[src/rtl/coproc_pkg.sv]
// Shared types and constants for the coprocessor result packer.
//   state_e          : packer FSM states
//   ASCII_* constants: character codes emitted on the byte stream
//   DROP_MAX         : saturation value of the drop counter
//   nibble_to_ascii  : 4-bit value -> uppercase ASCII hex character
package coproc_pkg;

  typedef enum logic [1:0] {
    IDLE = 2'd0,
    DATA = 2'd1,
    TERM = 2'd2
  } state_e;

  localparam logic [7:0] ASCII_0  = 8'h30;
  localparam logic [7:0] ASCII_A  = 8'h41;
  localparam logic [7:0] ASCII_LF = 8'h0A;
  localparam logic [7:0] DROP_MAX = 8'hFF;

  function automatic logic [7:0] nibble_to_ascii(input logic [3:0] nib);
    if (nib < 4'd10) begin
      return ASCII_0 + 8'(nib);
    end
    return ASCII_A + 8'(nib - 4'd10);
  endfunction

endpackage : coproc_pkg

[src/rtl/coproc_hex_ascii_enc.sv]
// Combinational nibble to uppercase ASCII hex encoder.
//   nibble  : 4-bit value 0..15
//   ascii_c : '0'..'9' / 'A'..'F'
module coproc_hex_ascii_enc
  import coproc_pkg::*;
(
  input  logic [3:0] nibble,
  output logic [7:0] ascii_c
);

  assign ascii_c = nibble_to_ascii(nibble);

endmodule : coproc_hex_ascii_enc

[src/rtl/coproc_result_uart_packer.sv]
// Captures one result word on din_valid and streams it MSB first to a UART
// TX byte port, as raw bytes or uppercase ASCII hex, optionally terminated
// by a line feed.
//   clk, rst          : clock, asynchronous active-low reset
//   din, din_valid    : result word and its single-cycle strobe
//   busy              : frame in progress (registered)
//   tx_data, tx_valid : byte stream towards the UART (registered)
//   tx_ready          : UART accepts the current byte
//   drop_count        : saturating count of words ignored while busy
module coproc_result_uart_packer
  import coproc_pkg::*;
#(
  parameter int unsigned WIDTH_DIN      = 128,
  parameter bit          ASCII_HEX      = 1'b1,
  parameter bit          APPEND_NEWLINE = 1'b1
) (
  input  logic                 clk,
  input  logic                 rst,
  input  logic [WIDTH_DIN-1:0] din,
  input  logic                 din_valid,
  output logic                 busy,
  output logic [7:0]           tx_data,
  output logic                 tx_valid,
  input  logic                 tx_ready,
  output logic [7:0]           drop_count
);

  localparam int unsigned SYM_BITS = ASCII_HEX ? 4 : 8;
  localparam int unsigned NUM_SYM  = WIDTH_DIN / SYM_BITS;
  localparam int unsigned CNT_W    = $clog2(WIDTH_DIN / 4 + 1);

  state_e               state_q, state_d;
  logic [WIDTH_DIN-1:0] shift_q, shift_d;
  logic [CNT_W-1:0]     cnt_q, cnt_d;
  logic [7:0]           drop_q, drop_d;
  logic                 busy_q, busy_d;
  logic                 tx_valid_q, tx_valid_d;
  logic [7:0]           tx_data_q, tx_data_d;
  logic [7:0]           hex_c;
  logic                 hs_c;

  assign hs_c = tx_valid_q & tx_ready;

  // Encoder looks at the next-cycle top nibble so tx_data can be registered.
  coproc_hex_ascii_enc u_enc (
    .nibble  (shift_d[WIDTH_DIN-1 -: 4]),
    .ascii_c (hex_c)
  );

  // Next-state, shift register, symbol counter and drop counter.
  always_comb begin
    state_d = state_q;
    shift_d = shift_q;
    cnt_d   = cnt_q;
    drop_d  = drop_q;

    unique case (state_q)
      IDLE: begin
        if (din_valid) begin
          shift_d = din;
          cnt_d   = CNT_W'(NUM_SYM);
          state_d = DATA;
        end
      end
      DATA: begin
        if (hs_c) begin
          shift_d = shift_q << SYM_BITS;
          cnt_d   = cnt_q - CNT_W'(1);
          if (cnt_q == CNT_W'(1)) begin
            state_d = APPEND_NEWLINE ? TERM : IDLE;
          end
        end
      end
      TERM: begin
        if (hs_c) begin
          state_d = IDLE;
        end
      end
      default: state_d = IDLE;
    endcase

    // Words arriving while a frame is in flight (including its last cycle) are lost.
    if (busy_q && din_valid && (drop_q != DROP_MAX)) begin
      drop_d = drop_q + 8'd1;
    end
  end

  // Registered output decode from the next state.
  always_comb begin
    busy_d     = (state_d != IDLE);
    tx_valid_d = (state_d != IDLE);
    tx_data_d  = 8'h00;
    if (state_d == DATA) begin
      tx_data_d = ASCII_HEX ? hex_c : shift_d[WIDTH_DIN-1 -: 8];
    end else if (state_d == TERM) begin
      tx_data_d = ASCII_LF;
    end
  end

  always_ff @(posedge clk or negedge rst) begin
    if (!rst) begin
      state_q    <= IDLE;
      shift_q    <= '0;
      cnt_q      <= '0;
      drop_q     <= 8'h00;
      busy_q     <= 1'b0;
      tx_valid_q <= 1'b0;
      tx_data_q  <= 8'h00;
    end else begin
      state_q    <= state_d;
      shift_q    <= shift_d;
      cnt_q      <= cnt_d;
      drop_q     <= drop_d;
      busy_q     <= busy_d;
      tx_valid_q <= tx_valid_d;
      tx_data_q  <= tx_data_d;
    end
  end

  assign busy       = busy_q;
  assign tx_valid   = tx_valid_q;
  assign tx_data    = tx_data_q;
  assign drop_count = drop_q;

endmodule : coproc_result_uart_packer

[config.mk]
export PLATFORM = sky130hd
export DESIGN_NAME = coproc_result_uart_packer
export DESIGN_NICKNAME = d
export VERILOG_FILES = /design/src/rtl/coproc_pkg.sv /design/src/rtl/coproc_hex_ascii_enc.sv /design/src/rtl/coproc_result_uart_packer.sv
export SDC_FILE = /design/constraint.sdc
export NUM_CORES = 1
export LEC_CHECK = 0
export CAP_MARGIN = 20
export CELL_PAD_IN_SITES_DETAIL_PLACEMENT = 1
export CELL_PAD_IN_SITES_GLOBAL_PLACEMENT = 1
export CORE_MARGIN = 4
export CORE_UTILIZATION = 41
export CTS_CLUSTER_DIAMETER = 100
export DETAILED_ROUTE_END_ITERATION = 12
export PLACE_DENSITY_LB_ADDON = 0.25
export SETUP_SLACK_MARGIN = 0.4
export SLEW_MARGIN = 10
export SYNTH_ARGS = -nofsm -noshare
export SYNTH_HDL_FRONTEND = slang
export SYNTH_SLANG_ARGS = --single-unit
[constraint.sdc]
create_clock -name clk -period 8.4 [get_ports clk]
set_input_delay 0.84 -clock clk [delete_from_list [all_inputs] [get_ports clk]]
set_output_delay 0.84 -clock clk [all_outputs]
set_load 0.05 [all_outputs]
==> results.sh <==
export IMPL_status="completed"
export IMPL_crit_chain="clkdlybuf4s50_1, and4b_4, buf_4, a22o_1, a21o_1, ha_1, inv_1, or2_2, nor3_1, nor3_1"
export IMPL_vdd_drop_max_mv=0.206
export IMPL_finClkSkew_ns=0.00833
export IMPL_synth_avg_cell_area_um2=9.84
export IMPL_maxSlewHeadroom_pct=26.4
export IMPL_dieArea_mm2=0.0180
export IMPL_crit_buf_inv=3
export IMPL_crit_slowest_cell="buf_4"
export IMPL_reg2reg_setup_slack_ns=4.60
export IMPL_clk_pin_slew_ns=0.06
export IMPL_cpMostUsedCell="nor3_1"
export IMPL_cts_buffer_depth=2
export IMPL_cp_max_fo=98
export IMPL_hold_path_class="in2async"
export IMPL_ys_seq_area_share_pct=58.2
export IMPL_die_x_um=134
export IMPL_grt_pass1_wl_um=30700
export IMPL_postCtsSetupBuffers=0
export IMPL_setup_tns_ns=0
export IMPL_reg2regPathDepth=9
export IMPL_finalHoldViolations=0
export IMPL_layout_commonest_cell="nand2_1"
export IMPL_clk_latency_ns=0.43
export IMPL_initial_utilization_pct=42.3
export IMPL_drt_wl_total_um=18900
export IMPL_rsz0062_at_grt="no"
export IMPL_criticalPathCategory="in2reg"
export IMPL_synth_seq_cells=152
export IMPL_arrival_ns=4.44
export IMPL_busiest_layer="met2"
export IMPL_syn_to_final_growth_pct=34.0
export IMPL_clock_sinks=152
export IMPL_drc=0
export IMPL_hold_ws_ns=0.404
export IMPL_syn_num_nets=803
export IMPL_cts_root_buf="clkbuf_16"
export IMPL_cp_required_ns=8.71
export IMPL_crit_cells=10
export IMPL_drt_iter0_drc=320
export IMPL_fillCellCount=1712
export IMPL_finalCritPeriodShare_pct=49.2
export IMPL_syn_inst=664
export IMPL_fp_coreArea_mm2=0.0154
export IMPL_setup_viol=0
export IMPL_cts_resized=0
export IMPL_tightest_slew_ns=1.10
export IMPL_drv_cap=0
export IMPL_timing_rr_start="state_q[1]"
export IMPL_use_met3_pct=8.48
export IMPL_overflow=0
export IMPL_power_per_cell_area_mw_per_mm2=363
export IMPL_ant_nets=0
export IMPL_viasPerCell=5.37
export IMPL_hold_buffers=0
export IMPL_hpwl_um=12400
export IMPL_layout_nets=930
export IMPL_drive_above_1_share_pct=6.34
export IMPL_total_power_mw=3.18
export IMPL_r2r_end="tx_data[4]"
export IMPL_synthesis_area_mm2=0.00653
export IMPL_power_leakage_nw=4.16
export IMPL_startpoint_type="input pin"
export IMPL_vias=5455
export IMPL_cts_htree_levels=4
export IMPL_crit_end="tx_data[4]"
export IMPL_gp_congestion=0.810
export IMPL_fmax_ghz=0.242
export IMPL_drv_slew=0
export IMPL_n_antenna_cell=0
export IMPL_grt_max_degree=99
export IMPL_port_buffers=148
export IMPL_cp_startpoint="tx_ready"
export IMPL_die_h_um=134
export IMPL_yosysUniqueCellTypes=45
export IMPL_crit_family="buffers and inverters"
export IMPL_grtUsageMet2_pct=34.4
export IMPL_met1_usage_pct=27.1
export IMPL_layout_common_cells="nand2_1 (249), dfrtp_1 (152), clkdlybuf4s50_1 (147), a22oi_1 (121), clkbuf_16 (17)"
export IMPL_grtUsageTotal_pct=21.5
export IMPL_grt_pass1_vias=5970
export IMPL_period_needed_ns=4.13
export IMPL_io_pins=150
export IMPL_numCtsBuffers=17
export IMPL_endpoint_kind="flop"
export IMPL_antenna_found_initial=0
export IMPL_yosysWarnings=0
export IMPL_cts_tree="done"
export IMPL_dr_pass1_iters=6
export IMPL_wire_per_inst_um=18.6
export IMPL_rows=45
export IMPL_crit_path_max_incr_delay_ns=0.85
==> where the power goes <==
group / internal, mW / switching (mW)
combinational: 0.421 / 0.678
sequential: 1.09 / 0.225
clock: 0.445 / 0.319
total: 1.95 / 1.22
==> registers in the layout, indices dropped and copies added, names as in the netlist <==
register,count
cnt_q,6
tx_valid,1
drop_count,8
tx_data,7
shift_q,128
state_q,2
==> through the flow <==
| step | std cells | instance area, µm² | setup slack (ns) | util (%) |
|---|---|---|---|---|
| 2_1_floorplan | 664 | 6530 | 5.40 | - |
| 3_3_place_gp | 981 | 8120 | 3.86 | 52.6 |
| 3_5_place_dp | 981 | 8120 | 3.67 | 52.6 |
| 4_1_cts | 1013 | 8710 | 4.14 | 56.4 |
| 5_1_grt | 1015 | 8750 | 4.06 | 56.7 |
| 6_report | 1015 | 8750 | 4.27 | 56.7 |
==> layout make-up <==
class	count	area, µm²	area share, %
inverter	9	33.8	0.386
multi-input combinational	456	2500	28.5
clock buffer	18	439	5.02
timing repair buffer	155	1570	17.9
clock inverter	14	150	1.72
tap	211	264	3.02
sequential	152	3800	43.4
==> layer usage <==
metal	up-vias	routed length, µm
met5	-	0
met4	0	311
met2	147	9510
li1	2540	-
met1	2742	7740
met3	26	1360
==> worst register-to-register path, delay by kind of cell (launching register included) <==
kind | cells | cell delay [ns]
simple gates | 4 | 1.25
buf+inv | 2 | 1.00
compound gates | 2 | 0.59
flops | 1 | 0.49
fa+ha+maj | 1 | 0.36
==> worst min path at each step <==
| stage | to |
|---|---|
| 5_1_grt | drop_count[5] |
| 3_3_place_gp | shift_q[122] |
| 3_5_place_dp | shift_q[104] |
| 2_1_floorplan | shift_q[121] |
| 4_1_cts | cnt_q[1] |
| 6_report | cnt_q[1] |
==> synthesized netlist by cell type, drive strengths merged <==
cell type	number	share of area, %
o21ai	8	0.61
mux2i	1	0.15
and3	4	0.38
o221ai	1	0.13
nand2b	1	0.096
buf	15	1.3
a221oi	2	0.36
inv	9	0.52
or2	2	0.19
a22o	6	0.80
nor2b	1	0.096
nand4b	1	0.13
and2	2	0.19
nor3	4	0.31
nand3b	1	0.11
a21o	1	0.11
nand2	249	14
dfrtp	152	58
nor4	1	0.096
a31oi	1	0.096
a211oi	1	0.11
clkbuf	32	1.9
nor4bb	1	0.15
and4b	1	0.15
o221a	1	0.17
nand4	5	0.48
a22oi	121	14
xnor2	8	1.1
o2111a	1	0.17
a21oi	3	0.23
nor2	11	0.67
or3	1	0.096
xor2	5	0.67
or3b	1	0.13
ha	7	1.3
nor3b	1	0.29
conb	1	0.057
mux2	1	0.17
==> kinds of logic (layout without fill, tap and decap cells) <==
family / after synthesis / in the layout / synth area share [%]
DFF: 152 / 152 / 58.2
muxes: 2 / 2 / 0.326
adders and majority gates: 7 / 7 / 1.34
other: 1 / 1 / 0.0574
xor gates and xnor gates: 13 / 13 / 1.74
buffers and inverters: 56 / 196 / 3.68
AOI/OAI and AO/OA: 146 / 146 / 16.7
and+or+nand+nor: 287 / 287 / 17.9
No activity file was read; power rests on OpenSTA's default activity.
